--- src/rtl/sa_controller_pkg.sv ---
// ---------------------------------------------------------------------------
// sa_controller_pkg
// Shared definitions for the systolic-array controller:
//   - instruction width and field positions ([4:3] opcode, [2:0] argument)
//   - opcode encodings (WAIT / LOADW / COMPUTE / DRAIN)
//   - controller state encodings
//   - small helpers that pull the opcode and argument out of an instruction
// ---------------------------------------------------------------------------
package sa_controller_pkg;

    localparam int INSTR_W = 5;
    localparam int OP_MSB  = 4;
    localparam int OP_LSB  = 3;
    localparam int ARG_MSB = 2;
    localparam int ARG_LSB = 0;
    localparam int ARG_W   = ARG_MSB - ARG_LSB + 1;

    // The all-zero word marks the end of the program and is never decoded.
    localparam logic [INSTR_W-1:0] INSTR_END = '0;

    typedef enum logic [1:0] {
        OP_WAIT    = 2'b00,
        OP_LOADW   = 2'b01,
        OP_COMPUTE = 2'b10,
        OP_DRAIN   = 2'b11
    } sa_opcode_t;

    typedef enum logic [2:0] {
        ST_IDLE   = 3'd0,
        ST_WAIT   = 3'd1,
        ST_LOADW  = 3'd2,
        ST_CLEAR  = 3'd3,
        ST_STREAM = 3'd4,
        ST_FLUSH  = 3'd5,
        ST_DRAIN  = 3'd6,
        ST_DONE   = 3'd7
    } sa_state_t;

    function automatic sa_opcode_t instr_opcode(input logic [INSTR_W-1:0] instr);
        return sa_opcode_t'(instr[OP_MSB:OP_LSB]);
    endfunction

    function automatic logic [ARG_W-1:0] instr_arg(input logic [INSTR_W-1:0] instr);
        return instr[ARG_MSB:ARG_LSB];
    endfunction

endpackage

--- src/rtl/sa_phase_counter.sv ---
// ---------------------------------------------------------------------------
// sa_phase_counter
// Loadable down-counter shared by every timed phase of the controller.
// A load always wins over a decrement; the counter never wraps below zero.
// Ports:
//   clk        in   1   clock, rising edge
//   rst        in   1   asynchronous, active-low reset
//   load       in   1   load load_value this cycle
//   load_value in   W   value to load (phase length minus one)
//   enable     in   1   decrement by one this cycle
//   zero       out  1   count is zero (last cycle of the current phase)
// ---------------------------------------------------------------------------
module sa_phase_counter #(
    parameter int W = 3
) (
    input  logic         clk,
    input  logic         rst,
    input  logic         load,
    input  logic [W-1:0] load_value,
    input  logic         enable,
    output logic         zero
);

    logic [W-1:0] count;

    always_ff @(posedge clk or negedge rst) begin
        if (!rst) begin
            count <= '0;
        end else if (load) begin
            count <= load_value;
        end else if (enable && (count != '0)) begin
            count <= count - W'(1);
        end
    end

    assign zero = (count == '0);

endmodule

--- src/rtl/sa_controller.sv ---
// ---------------------------------------------------------------------------
// sa_controller
// Decodes the 5-bit instruction presented by the instruction store and
// sequences the NxN systolic array through weight load, activation streaming
// plus pipeline flush, and result drain. Emits one systolic_array_done pulse
// per completed instruction so the store can advance.
//
// Ports:
//   clk                 in   1      clock, rising edge
//   rst                 in   1      asynchronous, active-low reset
//   instruction         in   5      [4:3] opcode, [2:0] argument
//   ap_done             in   1      program end; blocks the next decode
//   out_ready           in   1      consumer accepts the drained row
//   systolic_array_done out  1      one-cycle pulse per finished instruction
//   w_load / w_row      out  1/IDX_W  weight-load strobe and row index
//   acc_clear           out  1      accumulator clear before streaming
//   a_valid / a_idx     out  1/3    activation beat valid and beat index
//   out_valid / out_row out  1/IDX_W  drained row valid (held) and index
//   busy                out  1      high in every state except IDLE
//
// Optional build macro SA_CTRL_PERF_EN adds:
//   perf_busy_cycles    out  32     saturating count of busy cycles
//   perf_instr_count    out  16     saturating count of done pulses
// ---------------------------------------------------------------------------
module sa_controller
    import sa_controller_pkg::*;
#(
    parameter int N     = 4,
    parameter int IDX_W = 2
) (
    input  logic               clk,
    input  logic               rst,
    input  logic [INSTR_W-1:0] instruction,
    input  logic               ap_done,
    input  logic               out_ready,
    output logic               systolic_array_done,
    output logic               w_load,
    output logic [IDX_W-1:0]   w_row,
    output logic               acc_clear,
    output logic               a_valid,
    output logic [2:0]         a_idx,
    output logic               out_valid,
    output logic [IDX_W-1:0]   out_row,
`ifdef SA_CTRL_PERF_EN
    output logic [31:0]        perf_busy_cycles,
    output logic [15:0]        perf_instr_count,
`endif
    output logic               busy
);

    // The phase counter must hold the longest phase (2N-1 flush cycles or
    // 8 stream beats) without wrapping; it is loaded with length minus one.
    localparam int CNT_SPAN = ((2 * N - 1) > 8) ? (2 * N - 1) : 8;
    localparam int CNT_W    = $clog2(CNT_SPAN);

    localparam logic [CNT_W-1:0] ROWS_LAST  = CNT_W'(N - 1);
    localparam logic [CNT_W-1:0] FLUSH_LAST = CNT_W'(2 * N - 2);

    sa_state_t        state;
    logic [ARG_W-1:0] arg_q;
    logic             settle;

    logic             decode_ok;
    sa_opcode_t       dec_op;
    logic [ARG_W-1:0] dec_arg;

    logic             cnt_load;
    logic [CNT_W-1:0] cnt_value;
    logic             cnt_en;
    logic             cnt_zero;

    assign dec_op  = instr_opcode(instruction);
    assign dec_arg = instr_arg(instruction);

    // settle blocks decode for the one IDLE cycle after DONE, while the
    // store is still presenting the instruction that just finished.
    assign decode_ok = (state == ST_IDLE) && !settle && !ap_done
                       && (instruction != INSTR_END);

    // Counter control: each phase loads its length minus one on entry and
    // counts down; the FSM leaves the phase in the cycle the counter is zero.
    always_comb begin
        cnt_load  = 1'b0;
        cnt_value = '0;
        cnt_en    = 1'b0;
        case (state)
            ST_IDLE: begin
                if (decode_ok) begin
                    cnt_load = 1'b1;
                    case (dec_op)
                        OP_WAIT:    cnt_value = CNT_W'(dec_arg - ARG_W'(1));
                        OP_COMPUTE: cnt_value = '0;
                        default:    cnt_value = ROWS_LAST;
                    endcase
                end
            end
            ST_WAIT, ST_LOADW, ST_FLUSH: begin
                cnt_en = !cnt_zero;
            end
            ST_CLEAR: begin
                cnt_load  = 1'b1;
                cnt_value = CNT_W'(arg_q);
            end
            ST_STREAM: begin
                if (cnt_zero) begin
                    cnt_load  = 1'b1;
                    cnt_value = FLUSH_LAST;
                end else begin
                    cnt_en = 1'b1;
                end
            end
            ST_DRAIN: begin
                // Only an accepted row consumes a count.
                cnt_en = out_ready && !cnt_zero;
            end
            default: begin
                cnt_en = 1'b0;
            end
        endcase
    end

    sa_phase_counter #(
        .W (CNT_W)
    ) u_phase_counter (
        .clk        (clk),
        .rst        (rst),
        .load       (cnt_load),
        .load_value (cnt_value),
        .enable     (cnt_en),
        .zero       (cnt_zero)
    );

    // Sequencer: outputs are registered, so each branch sets the strobes
    // that belong to the state being entered. Single-cycle strobes default
    // low every cycle; out_valid and busy are held until explicitly dropped.
    always_ff @(posedge clk or negedge rst) begin
        if (!rst) begin
            state               <= ST_IDLE;
            arg_q               <= '0;
            settle              <= 1'b0;
            systolic_array_done <= 1'b0;
            w_load              <= 1'b0;
            w_row               <= '0;
            acc_clear           <= 1'b0;
            a_valid             <= 1'b0;
            a_idx               <= '0;
            out_valid           <= 1'b0;
            out_row             <= '0;
            busy                <= 1'b0;
        end else begin
            systolic_array_done <= 1'b0;
            w_load              <= 1'b0;
            acc_clear           <= 1'b0;
            a_valid             <= 1'b0;

            case (state)
                ST_IDLE: begin
                    settle <= 1'b0;
                    if (decode_ok) begin
                        arg_q <= dec_arg;
                        busy  <= 1'b1;
                        case (dec_op)
                            OP_WAIT: begin
                                state <= ST_WAIT;
                            end
                            OP_LOADW: begin
                                state  <= ST_LOADW;
                                w_load <= 1'b1;
                                w_row  <= '0;
                            end
                            OP_COMPUTE: begin
                                state     <= ST_CLEAR;
                                acc_clear <= 1'b1;
                            end
                            default: begin
                                state     <= ST_DRAIN;
                                out_valid <= 1'b1;
                                out_row   <= '0;
                            end
                        endcase
                    end
                end

                ST_WAIT: begin
                    if (cnt_zero) begin
                        state               <= ST_DONE;
                        systolic_array_done <= 1'b1;
                    end
                end

                ST_LOADW: begin
                    if (cnt_zero) begin
                        state               <= ST_DONE;
                        systolic_array_done <= 1'b1;
                        w_row               <= '0;
                    end else begin
                        w_load <= 1'b1;
                        w_row  <= w_row + IDX_W'(1);
                    end
                end

                ST_CLEAR: begin
                    state   <= ST_STREAM;
                    a_valid <= 1'b1;
                    a_idx   <= '0;
                end

                ST_STREAM: begin
                    if (cnt_zero) begin
                        state <= ST_FLUSH;
                        a_idx <= '0;
                    end else begin
                        a_valid <= 1'b1;
                        a_idx   <= a_idx + 3'd1;
                    end
                end

                ST_FLUSH: begin
                    if (cnt_zero) begin
                        state               <= ST_DONE;
                        systolic_array_done <= 1'b1;
                    end
                end

                ST_DRAIN: begin
                    if (out_ready) begin
                        if (cnt_zero) begin
                            state               <= ST_DONE;
                            systolic_array_done <= 1'b1;
                            out_valid           <= 1'b0;
                            out_row             <= '0;
                        end else begin
                            out_row <= out_row + IDX_W'(1);
                        end
                    end
                end

                ST_DONE: begin
                    state  <= ST_IDLE;
                    busy   <= 1'b0;
                    settle <= 1'b1;
                end

                default: begin
                    state <= ST_IDLE;
                    busy  <= 1'b0;
                end
            endcase
        end
    end

`ifdef SA_CTRL_PERF_EN
    // Saturating activity counters; they hold at all-ones rather than wrap.
    always_ff @(posedge clk or negedge rst) begin
        if (!rst) begin
            perf_busy_cycles <= '0;
            perf_instr_count <= '0;
        end else begin
            if (busy && (perf_busy_cycles != '1)) begin
                perf_busy_cycles <= perf_busy_cycles + 32'd1;
            end
            if (systolic_array_done && (perf_instr_count != '1)) begin
                perf_instr_count <= perf_instr_count + 16'd1;
            end
        end
    end
`endif

endmodule

--- config.mk ---
export PLATFORM = sky130hd
export DESIGN_NAME = sa_controller
export DESIGN_NICKNAME = d
export VERILOG_FILES = /design/src/rtl/sa_controller_pkg.sv /design/src/rtl/sa_phase_counter.sv /design/src/rtl/sa_controller.sv
export SDC_FILE = /design/constraint.sdc
export NUM_CORES = 1
export LEC_CHECK = 0
export CAP_MARGIN = 10
export CORE_UTILIZATION = 52
export CTS_CLUSTER_DIAMETER = 100
export DETAILED_ROUTE_END_ITERATION = 10
export GPL_TIMING_DRIVEN = 0
export PLACE_DENSITY = 0.78
export SYNTH_ARGS = -nofsm -noshare
export SYNTH_HDL_FRONTEND = slang
export SYNTH_SLANG_ARGS = --single-unit
--- constraint.sdc ---
create_clock -name clk -period 2.55 [get_ports clk]
set_input_delay 0.3825 -clock clk [delete_from_list [all_inputs] [get_ports clk]]
set_output_delay 0.3825 -clock clk [all_outputs]
set_load 0.02 [all_outputs]
==> flow_summary_export.csv <==
group,metric,value,unit
global_routing,antenna_found_initial,0,
floorplanning,io_pins,22,
global_routing,grt.total_usage,24.2,%
yosys,syn_avg_cell_area,9.14,µm²
global_routing,grt_pass1_wl,4860,µm
setup_path,critical_path_arrival,2400,ps
route,vias,1135,
yosys,netlist_instances,142,
pwr,p_per_area,1220,nW/µm²
worst_hold_path,holdCritPathClass,"reg -> reg",
floorplanning,die_x,52.0,µm
placed_design,routabilityCongestion,0.821,
floorplanning,die_height,52.0,µm
global_routing,grt_max_degree,24,
run_status,run_status,"finished clean",
sta,setup_viol,0,
layout,final_area,1570,µm²
sta,rsz0062_at_grt,"false",
sta,clock_skew,2.18,ps
floorplanning,core_area,2280,µm²
sta,drv_slew,0,
yosys,ys_seq_area_share,44.4,%
setup_path,r2r-end,"u_phase_counter.count[1]$_DFFE_PN0P_",
cts,clock_tree.root_cell,"clkbuf_4",
yosys,netlist_area,1300,µm²
route,routed_wl,2860,µm
setup_path,cpMaxStageDelayCell,"clkdlybuf4s50_1",
sta,finalSetupTns,0,ps
global_routing,grt-ovfl-total,0,
setup_path,cp-end-kind,"register",
layout,final_cell_mix,"23 x dfrtp_1, 21 x clkdlybuf4s50_1, 15 x nor2_1",
cts,cts_tree,"yes",
yosys,yosysWarningCount,0,
pwr,p_leak,0.000679,µW
global_routing,grt_pass1_vias,1158,
setup_path,crit_required,2770,ps
sta,finalCritPeriodShare,85.4,%
placed_design,post_dp_cell_area,1540,µm²
layout,n_antenna_cell,0,
setup_path,reg2regPathDepth,6,
cts,path_clk_slew,130,ps
placed_design,dp_hpwl,2110,µm
setup_path,crit_type,"in -> reg",
route,via_per_inst,5.82,
layout,fin_util,68.9,%
setup_path,path_max_fanout,8,
pwr,ir_worst_vdd,0.696,mV
cts,postCtsResizedCells,0,
sta,slew_headroom,30.4,%
layout,final_nets,181,
setup_path,worstReg2RegStart,"u_phase_counter.count[0]$_DFFE_PN0P_",
floorplanning,die_area,2700,µm²
layout,final_common_cell,"dfrtp_1",
sta,hold_viol,0,
setup_path,cp_slowest_stage_delay,440,ps
setup_path,r2r_slack,410,ps
cts,htree_levels,1,
yosys,async_flop_share,100,%
floorplanning,start_util,57.0,%
cts,cts_sinks,23,
yosys,syn_nets,155,
cts,worstSkewPairLatency,320,ps
flow_run,cap_violations,0,
yosys,synth_cell_types,37,
yosys,synthFlopType,"dfrtp_1",
layout,layout-drive-gt1-share,7.78,%
setup_path,path_cells,"clkdlybuf4s50_1, inv_1, ha_1, nor4b_2, and3b_1, buf_6, or3b_4, o22a_1, o211a_1",
cts,cts_setup_buffers,0,
setup_path,crit_start,"instruction[0]",
route,drt_iter0_drc,20,
placed_design,port_buffers,21,
layout,syn_to_final_growth,20.9,%
cts,clock_path_buffers,2,
route,ant_nets,0,
yosys,synth_seq_cells,23,
route,wl_per_cell,14.7,µm
cts,cts_made_buffers,3,
floorplanning,num_rows,17,
sta,whs,510,ps
sta,max_freq,459,MHz
setup_path,endpoint,"u_phase_counter.count[2]$_DFFE_PN0P_",
cts,ctsHoldBuffers,0,
yosys,synth_enable_flop_cells,0,
sta,post-route-min-period,2180,ps
layout,fillers,193,
sta,worst_pin_slew,1040,ps
setup_path,cp-start-kind,"input pin",
route,drc,0,
route,drtPass1Iterations,4,
==> area by class of cell <==
cell class	count	area, µm²	area share, %
timing repair buffer	21	210	13.4
inverter	6	22.5	1.44
clock buffer	4	26.3	1.67
buffer	7	35.0	2.23
multi-input combinational	106	664	42.3
tap	28	35.0	2.23
sequential	23	576	36.7
==> synth_stat cells, types with 2 or more instances <==
library cell / n / area share, %
o22a_1: 2 / 1.4
nand2b_1: 3 / 1.4
mux2i_1: 2 / 1.5
xnor2_1: 2 / 1.4
a211oi_1: 2 / 1.2
o21a_1: 3 / 1.7
mux2_2: 5 / 4.3
nor2b_1: 5 / 2.4
o211ai_1: 2 / 1.2
ha_1: 4 / 3.9
a31oi_1: 2 / 0.96
nor3_1: 4 / 1.5
clkbuf_1: 4 / 1.2
nor2_1: 15 / 4.3
a21oi_1: 9 / 3.5
inv_1: 6 / 1.7
nand2_1: 14 / 4.1
and3b_1: 2 / 1.4
o21ai_0: 11 / 4.2
nand3_1: 6 / 2.3
dfrtp_1: 23 / 44
==> metal layers <==
metal	track usage, %	up-vias	share of wire [%]
met5	0	-	0
met4	10.8	0	2.2
met3	3.51	7	3.6
met2	41.7	27	48
met1	29.7	548	46
li1	-	553	-
==> where the power goes <==
| part | internal (µW) | switching [µW] |
|---|---|---|
| sequential | 525 | 112 |
| combinational | 496 | 599 |
| clock | 61.3 | 115 |
==> worst max-delay path, delay by kind of cell <==
| family | cells | cell delay [ps] |
|---|---|---|
| AOI/OAI and AO/OA | 2 | 420 |
| adders and majority gates | 1 | 150 |
| buffers and inverters | 3 | 640 |
| and+or+nand+nor | 3 | 810 |
==> logic make-up (layout without fill, tap and decap cells) <==
group / Yosys count / in the layout / synth area share (%)
muxes: 7 / 7 / 5.88
AOI/OAI and AO/OA: 36 / 36 / 17.2
DFF: 23 / 23 / 44.4
buffers and inverters: 13 / 38 / 4.43
adders and majority gates: 4 / 4 / 3.86
xor gates and xnor gates: 2 / 2 / 1.35
and+or+nand+nor: 57 / 57 / 23.0
==> flip-flops by register name, summed over array words and instances, names as in the netlist <==
register and flops:
a_idx 3, out_row 2, out_valid 1, acc_clear 1
a_valid 1, busy 1, u_phase_counter.count 3, settle 1
systolic_array_done 1, w_row 2, arg_q 3, state 3
w_load 1
==> worst min path at each step <==
stage                     depth (start not counted)                   from                                   end  slack, ps
after global routing                              1  out_valid$_DFFE_PN0P_                 out_valid$_DFFE_PN0P_        540
after global placement                            1   a_idx[2]$_DFFE_PN0P_                  a_idx[2]$_DFFE_PN0P_        480
after detailed placement                          2   arg_q[0]$_DFFE_PN0P_  u_phase_counter.count[0]$_DFFE_PN0P_        490
after CTS                                         1   a_idx[2]$_DFFE_PN0P_                  a_idx[2]$_DFFE_PN0P_        510
final                                             1   a_idx[2]$_DFFE_PN0P_                  a_idx[2]$_DFFE_PN0P_        510
after floorplan                                   0                    rst                  a_idx[0]$_DFFE_PN0P_         90
==> metrics by stage <==
step           total power, µW  instances  setup slack, ps
2_1_floorplan             1370        142              609
3_3_place_gp              1670        191             59.4
3_5_place_dp              1730        191             23.3
4_1_cts                   1910        195              370
5_1_grt                   2050        195              246
6_report                  1910        195              373
(Power assumes the default switching activity.)
